File: src/rtl/seq_divider_pkg.sv
// Shared constants and state encoding for the sequential restoring divider.
package seq_divider_pkg;

    localparam int WIDTH      = 32;
    localparam int ITERATIONS = 32;

    localparam logic [WIDTH-1:0] DIV0_QUOTIENT = 32'hFFFF_FFFF;

    typedef enum logic [1:0] {
        IDLE = 2'b00,
        RUN  = 2'b01,
        FIX  = 2'b10,
        DONE = 2'b11
    } state_t;

endpackage

File: src/rtl/ripple_carry_adder.sv
// Plain ripple-carry adder; the divider feeds it R, ~D and carry-in 1 for trial subtraction.
module ripple_carry_adder #(
    parameter int WIDTH = 32
) (
    input  logic [WIDTH-1:0] a,
    input  logic [WIDTH-1:0] b,
    input  logic             cin,
    output logic [WIDTH-1:0] sum,
    output logic             cout
);

    logic carry;

    always_comb begin
        sum   = '0;
        carry = cin;
        for (int i = 0; i < WIDTH; i++) begin
            sum[i] = a[i] ^ b[i] ^ carry;
            carry  = (a[i] & b[i]) | (carry & (a[i] ^ b[i]));
        end
        cout = carry;
    end

endmodule

File: src/rtl/seq_divider.sv
// One-bit-per-cycle restoring divider, signed or unsigned, with truncating remainder semantics.
module seq_divider
    import seq_divider_pkg::*;
#(
    parameter int WIDTH = seq_divider_pkg::WIDTH
) (
    input  logic             clk,
    input  logic             reset,
    input  logic             start,
    input  logic             is_signed,
    input  logic [WIDTH-1:0] dividend,
    input  logic [WIDTH-1:0] divisor,
    output logic             busy,
    output logic             done,
    output logic [WIDTH-1:0] quotient,
    output logic [WIDTH-1:0] remainder,
    output logic             div_by_zero
);

    function automatic logic [WIDTH-1:0] negate(input logic [WIDTH-1:0] v);
        return ~v + {{(WIDTH-1){1'b0}}, 1'b1};
    endfunction

    state_t           state;
    logic [5:0]       count;
    logic [WIDTH-1:0] rem;
    logic [WIDTH-1:0] quo;
    logic [WIDTH-1:0] den;
    logic             neg_q;
    logic             neg_r;

    logic             neg_dd;
    logic             neg_dv;
    logic [WIDTH:0]   shifted;
    logic [WIDTH:0]   diff;
    logic             no_borrow;
    logic             unused_top;

    assign neg_dd     = is_signed & dividend[WIDTH-1];
    assign neg_dv     = is_signed & divisor[WIDTH-1];
    // The shifted partial remainder can exceed WIDTH bits, so the trial subtract is one bit wider.
    assign shifted    = {rem, quo[WIDTH-1]};
    assign unused_top = diff[WIDTH];

    ripple_carry_adder #(.WIDTH(WIDTH + 1)) u_trial_sub (
        .a    (shifted),
        .b    (~{1'b0, den}),
        .cin  (1'b1),
        .sum  (diff),
        .cout (no_borrow)
    );

    always_ff @(posedge clk or posedge reset) begin
        if (reset) begin
            state       <= IDLE;
            busy        <= 1'b0;
            done        <= 1'b0;
            quotient    <= '0;
            remainder   <= '0;
            div_by_zero <= 1'b0;
            count       <= '0;
            rem         <= '0;
            quo         <= '0;
            den         <= '0;
            neg_q       <= 1'b0;
            neg_r       <= 1'b0;
        end else begin
            done <= 1'b0;
            case (state)
                IDLE: begin
                    if (start) begin
                        busy  <= 1'b1;
                        count <= '0;
                        rem   <= '0;
                        quo   <= neg_dd ? negate(dividend) : dividend;
                        den   <= neg_dv ? negate(divisor) : divisor;
                        neg_q <= neg_dd ^ neg_dv;
                        neg_r <= neg_dd;
                        if (divisor == '0) begin
                            state       <= DONE;
                            done        <= 1'b1;
                            quotient    <= DIV0_QUOTIENT;
                            remainder   <= dividend;
                            div_by_zero <= 1'b1;
                        end else begin
                            state       <= RUN;
                            div_by_zero <= 1'b0;
                        end
                    end
                end
                RUN: begin
                    rem   <= no_borrow ? diff[WIDTH-1:0] : shifted[WIDTH-1:0];
                    quo   <= {quo[WIDTH-2:0], no_borrow};
                    count <= count + 6'd1;
                    if (count == 6'(ITERATIONS - 1)) begin
                        state <= FIX;
                    end
                end
                FIX: begin
                    quotient  <= neg_q ? negate(quo) : quo;
                    remainder <= neg_r ? negate(rem) : rem;
                    done      <= 1'b1;
                    state     <= DONE;
                end
                DONE: begin
                    busy  <= 1'b0;
                    state <= IDLE;
                end
                default: state <= IDLE;
            endcase
        end
    end

endmodule

File: config.mk
export PLATFORM = sky130hd
export DESIGN_NAME = seq_divider
export DESIGN_NICKNAME = d
export VERILOG_FILES = /design/src/rtl/seq_divider_pkg.sv /design/src/rtl/ripple_carry_adder.sv /design/src/rtl/seq_divider.sv
export SDC_FILE = /design/constraint.sdc
export NUM_CORES = 1
export LEC_CHECK = 0
export ABC_AREA = 1
export CORE_ASPECT_RATIO = 1.25
export CORE_MARGIN = 2
export CORE_UTILIZATION = 52
export DETAILED_ROUTE_END_ITERATION = 7
export PLACE_DENSITY_LB_ADDON = 0.05
export REMOVE_ABC_BUFFERS = 1
export SKIP_CTS_REPAIR_TIMING = 1
export SYNTH_ARGS = -nofsm -noshare
export SYNTH_HDL_FRONTEND = slang
export SYNTH_SLANG_ARGS = --single-unit
File: constraint.sdc
create_clock -name clk -period 12.65 [get_ports clk]
set_clock_uncertainty 0.05 [all_clocks]
set_input_delay 3.1625 -clock clk [delete_from_list [all_inputs] [get_ports clk]]
set_output_delay 3.1625 -clock clk [all_outputs]
set_load 0.01 [all_outputs]
# After elaboration in Yosys (flattened, before gate mapping)
# Index checks and enable logic that the tools add are counted.
[word_totals] ff_bits=173 output_inout_bits=67 word_cells=231
[classes] n_reduce_logical=10 eq_ne=7 n_bitwise=171 n_mux=26 addsub=5
[op_table] operator="$mux 32" count=11
[op_table] operator="$pmux 32 s2" count=4
[op_table] operator="$add 32x1->32 const B" count=4
[op_table] operator="$not 32->32" count=4
[op_table] operator="$and 1x1->1" count=67
[op_table] operator="$xor 1x1->1" count=65
[op_table] operator="$not 32->33" count=1
[op_table] operator="$or 1x1->1" count=33
[op_table] operator="$logic_not 32->1" count=1
[op_table] operator="$pmux 6 s2" count=1
[op_table] operator="$pmux 2 s4" count=1
[op_table] operator="$reduce_and 2->1" count=4
[op_table] operator="$add 6x1->6 const B" count=1
[op_table] operator="$eq 6x5->1 const B" count=1
[op_table] operator="$mux 2" count=3
[op_table] operator="$mux 6" count=1
[op_table] operator="$ne 2x2->1 const B" count=3
[op_table] operator="$reduce_bool 2->1" count=3
[op_table] operator="$eq 2x2->1 const B" count=2
[op_table] operator="$pmux 1 s2" count=2
[op_table] operator="$mux 1" count=3
[op_table] operator="$reduce_and 3->1" count=1
[op_table] operator="$eq 2x1->1 const B" count=1
[op_table] operator="$logic_not 2->1" count=1
[op_table] operator="$not 1->1" count=1

# Longest topological paths before layout
[logic_depth] ltp_word=69 ltp_mapped=44

# Modules after synthesis
# A second synthesis with hierarchy kept.
[hier_totals] hier_cells=1722 area_unflattened_um2=11792.6
[by_module_without_submodules] module="seq_divider" area_each_um2=11094.4 instances=1 cells_per_inst=1679
[by_module_without_submodules] module="ripple_carry_adder" area_each_um2=698.2 instances=1 cells_per_inst=43

# Worst setup path before layout
# No wires, ideal clock.
[synth_timing] path_kind="flip-flop to flip-flop" startpoint="register quo[31]" endpoint="register rem[0]" t_arrival_ps=12663 stages_incl_launch_ff=45 setup_ps=129 path_buffers=1 slack_ps=-193 path_cell_list="dfrtp_1 > inv_1 > ha_1 > inv_1 > fa_1 > inv_1 > fa_1 > inv_1 > fa_1 > fa_1 > fa_1 > fa_1 > fa_1 > fa_1 > fa_1 > fa_1 > fa_1 > fa_1 > [... 9 more ...] > fa_1 > fa_1 > fa_1 > fa_1 > fa_1 > fa_1 > fa_1 > inv_1 > fa_1 > fa_1 > inv_1 > fa_1 > nor2_1 > clkinv_1 > clkbuf_1 > nor2_1 > nor2_1 > o2bb2ai_1"
[synth_between] elab_chain_len=68 elab_cells_between_ends=70 cone_classes="2 x mux; 68 x bitwise"
[synth_rtl] item="start, declared" line_no="seq_divider.sv:27" source="logic [WIDTH-1:0] quo;"
[synth_rtl] item="start signal, assigned" line_no="seq_divider.sv:75" source="quo <= neg_dd ? negate(dividend) : dividend;"
[synth_rtl] item="start signal, assigned" line_no="seq_divider.sv:93" source="quo <= {quo[WIDTH-2:0], no_borrow};"
[synth_rtl] item="$and 1x1->1 or $xor 1x1->1 (tied branches)" line_no="ripple_carry_adder.sv:19, ripple_carry_adder.sv:18"
[synth_rtl] item="$or 1x1->1" line_no="ripple_carry_adder.sv:19" source="carry = (a[i] & b[i]) | (carry & (a[i] ^ b[i]));"
[synth_rtl] item="$and 1x1->1" line_no="ripple_carry_adder.sv:19"
[synth_rtl] item="$or 1x1->1" line_no="ripple_carry_adder.sv:19"
[synth_rtl] item="$and 1x1->1" line_no="ripple_carry_adder.sv:19"
[synth_rtl] item="$or 1x1->1" line_no="ripple_carry_adder.sv:19"
[synth_rtl] item="$and 1x1->1" line_no="ripple_carry_adder.sv:19"
[synth_rtl] item="$or 1x1->1" line_no="ripple_carry_adder.sv:19"
[synth_rtl] item="[... 52 more ...]"
[synth_rtl] item="$and 1x1->1" line_no="ripple_carry_adder.sv:19"
[synth_rtl] item="$or 1x1->1" line_no="ripple_carry_adder.sv:19"
[synth_rtl] item="$and 1x1->1" line_no="ripple_carry_adder.sv:19"
[synth_rtl] item="$or 1x1->1" line_no="ripple_carry_adder.sv:19"
[synth_rtl] item="$and 1x1->1" line_no="ripple_carry_adder.sv:19"
[synth_rtl] item="$or 1x1->1" line_no="ripple_carry_adder.sv:19"
[synth_rtl] item="$mux 32 *" line_no="seq_divider.sv:92" source="rem <= no_borrow ? diff[WIDTH-1:0] : shifted[WIDTH-1:0];"
[synth_rtl] item="$pmux 32 s2 *" line_no="seq_divider.sv:69" source="case (state)"
[synth_rtl] item="end signal, assigned" line_no="seq_divider.sv:92"
[synth_rtl] item="end, declared" line_no="seq_divider.sv:26" source="logic [WIDTH-1:0] rem;"
# Every way passes the cells marked *; elsewhere a longest branch is shown, timed or not.
# A chain may end at the register's enable or synchronous reset.

# Worst setup path after layout
[layout_timing] startpoint="register quo[31]" endpoint="register rem[3]"
[layout_between] elab_chain_len=68 elab_cells_between_ends=70 cone_classes="2 x mux; 68 x bitwise"
[layout_rtl] item="$and 1x1->1 or $xor 1x1->1 (tied branches)" line_no="ripple_carry_adder.sv:19"
[layout_rtl] item="$or 1x1->1 *" line_no="ripple_carry_adder.sv:19"
[layout_rtl] item="$and 1x1->1 *" line_no="ripple_carry_adder.sv:19"
[layout_rtl] item="$or 1x1->1 *" line_no="ripple_carry_adder.sv:19"
[layout_rtl] item="$and 1x1->1 *" line_no="ripple_carry_adder.sv:19"
[layout_rtl] item="$or 1x1->1 *" line_no="ripple_carry_adder.sv:19"
[layout_rtl] item="$and 1x1->1" line_no="ripple_carry_adder.sv:19"
[layout_rtl] item="$or 1x1->1" line_no="ripple_carry_adder.sv:19"
[layout_rtl] item="[... 52 more ...]"
[layout_rtl] item="$and 1x1->1" line_no="ripple_carry_adder.sv:19"
[layout_rtl] item="$or 1x1->1" line_no="ripple_carry_adder.sv:19"
[layout_rtl] item="$and 1x1->1" line_no="ripple_carry_adder.sv:19"
[layout_rtl] item="$or 1x1->1" line_no="ripple_carry_adder.sv:19"
[layout_rtl] item="$and 1x1->1" line_no="ripple_carry_adder.sv:19"
[layout_rtl] item="$or 1x1->1" line_no="ripple_carry_adder.sv:19"
[layout_rtl] item="$mux 32 *" line_no="seq_divider.sv:92"
[layout_rtl] item="$pmux 32 s2 *" line_no="seq_divider.sv:69"
# Marks and branches as above.

==> qor.yml <==
status: "finished clean"
fin_cells: 2114
dieHeight_um: 173.0
vias: 11550
start_util: 0.5311
ir_drop_mv: 0.1287
ant_nets: 0
ys_top_cells_by_area: "dfrtp_1, nand2_1, nor2_1"
fmax_mhz: 82.09
wl_um: 35520
numCtsBuffers: 17
gp_congestion: 1.001
areaGrowthSynthToFinish_pct: 18.63
ys_seq_area_frac: 0.3645
p_leak_nw: 6.567
via_per_inst: 5.462
layout_min_cycle_time_ns: 12.18
synth_top_area_frac: 0.3645
drv_slew: 0
ys.flop_type: "dfrtp_1"
post-route-period-util: 0.9630
startpoint_type: "flip-flop"
syn_area_per_cell_um2: 6.918
wl_per_cell_um: 16.80
holdCritPathClass: "reg -> reg"
hold_violations: 0
worst_pin_slew_ns: 1.124
max_stage_delay_ns: 0.39
synth.cell_area_mm2: 0.01188
drc: 0
path_common_cell: "fa_2"
max_cap_violations: 0
finalSetupViolCount: 0
synthCells: 1717
numClockSinks: 173
clockBufferDepth: 2
num_antenna_cells: 0
synthDistinctLibCells: 37
drtIter0Drc: 758
final_core_util: 0.6301
path_class: "reg -> reg"
drive_above_1_share: 0.07155
design.core.area_mm2: 0.02236
cp_num_buf_inv: 7
grt_overflow: 0
rows: 61
port_buffers: 134
grt_max_degree: 104
rsz0062_at_grt: "false"
dieArea_mm2: 0.02407
nets: 1927
die_w_um: 139.2
worstPathArrival_ns: 12.46
async_flop_share: 1.000
synth_most_common_cell: "nand2_1"
dp.cells: 2082
io_pins: 135
slowest_stage: "dfrtp_1"
cts_tree: "yes"
drtPass1Iterations: 6
yosys_register_bits: 173
clk_pin_slew_ns: 0.07
critical_path.max_fanout: 24
htree_levels: 4
path_delay_family: "adder cells"
antenna_found_initial: 0
track_usage: 0.3010
synth_largest_area_cell: "dfrtp_1"
netlist_top_cells_count: "nand2_1, nor2_1, dfrtp_1, inv_1, nand3_1"
grt_first_pass_wirelength_um: 57770
cts-root-buf: "clkbuf_16"
power_density_mw_per_mm2: 264.8
ys_warn_count: 0
crit_required_ns: 12.93
dp_hpwl_um: 26360
synth_edf_count: 0
clkLatencyLatePin_ns: 0.44
grt_pass1_vias: 11140
max-slew-margin-rel: 0.2509
end_kind: "flip-flop"
[metrics by stage]
step | power [W] | setup slack, ns | cell area [um^2] | hold slack [ns] | setup TNS, ns
global placement | 0.003063 | -0.5454 | 13390 | 0.4114 | -16.91
CTS | 0.003680 | -0.7413 | 14010 | 0.4354 | -22.44
global route | 0.004073 | 0.08249 | 14090 | 0.4484 | 0
floorplan | 0.002362 | -1.893 | 11550 | 0.3991 | -58.33
detailed placement | 0.003102 | -0.7165 | 13390 | 0.4162 | -21.42
finish | 0.003731 | 0.4681 | 14090 | 0.4328 | 0
[placed cells by master, fill, tap and decap left out, types with 5 or more instances in the layout]
cell	synthesis	final
nand2_1	520	519
nor2_1	237	236
dfrtp_1	173	173
inv_1	160	158
nand3_1	154	154
clkdlybuf4s50_1	0	134
o21ai_0	109	108
a21oi_1	36	36
nand2_2	34	34
o32ai_1	28	28
xor2_1	26	26
fa_2	0	26
o22ai_1	20	20
clkbuf_16	0	17
o21ai_1	16	16
o21bai_1	16	16
nand4_1	13	13
nor3_1	12	12
inv_2	10	12
buf_4	0	12
o221ai_1	9	9
ha_1	10	9
o211ai_1	8	8
nand3b_1	7	7
inv_6	0	7
nor2_2	6	6
fa_1	31	5
[routing by layer]
layer / part of all wire / global-route usage / up-vias / wire, um
met1: 0.40 / 0.3594 / 5314 / 14230
met4: 0.055 / 0.1654 / 0 / 1959
met2: 0.50 / 0.5291 / 370 / 17900
li1: - / - / 5770 / -
met3: 0.040 / 0.03379 / 93 / 1436
met5: 0 / 0 / - / 0
[report_power, final]
group          internal (W)  switching, W  total (W)
Combinational      0.000845       0.00123    0.00208
Sequential         0.000818      0.000267    0.00109
Clock              0.000321      0.000246   0.000568
[state kept, by name (all words and copies together), names as in the netlist, 2 cells and up]
| name | flops |
|---|---|
| remainder | 32 |
| rem | 32 |
| quotient | 32 |
| state | 2 |
| den | 32 |
| count | 6 |
| quo | 32 |
[worst paths after layout]
check / startpoint / to / slack (ns) / depth (start not counted)
max: quo[31] / rem[3] / 0.47 / 42
min: remainder[18] / remainder[18] / 0.43 / 2
max reg2reg: quo[31] / rem[3] / 0.47 / 42
min reg2reg: remainder[18] / remainder[18] / 0.43 / 2
max in group asynchronous: reset / rem[31] / 7.82 / 3
min in group asynchronous: reset / quotient[4] / 3.27 / 2
[worst reg2reg max path: cells and delay by family, from the launching register on]
kind / cells / cell delay (ns)
flops: 1 / 0.39
fa+ha+maj: 32 / 10.52
simple gates: 2 / 0.25
compound gates: 1 / 0.31
buf+inv: 7 / 0.57
[logic make-up after synthesis]
logic type,after synthesis,share of synthesized area
adders and majority gates,41,0.06278
AOI/OAI and AO/OA,248,0.1256
DFF,173,0.3645
xor gates and xnor gates,27,0.01991
and+or+nand+nor,989,0.3448
buffers and inverters,239,0.08248
[layout make-up]
class | count | area (um^2)
fill | 2136 | 8272
inverter | 173 | 654.4
sequential | 173 | 4329
multi-input combinational | 1305 | 6663
clock inverter | 13 | 176.4
tap | 283 | 354.1
clock buffer | 19 | 442.9
timing repair buffer | 148 | 1471
Power figures use the tool's default switching activity.
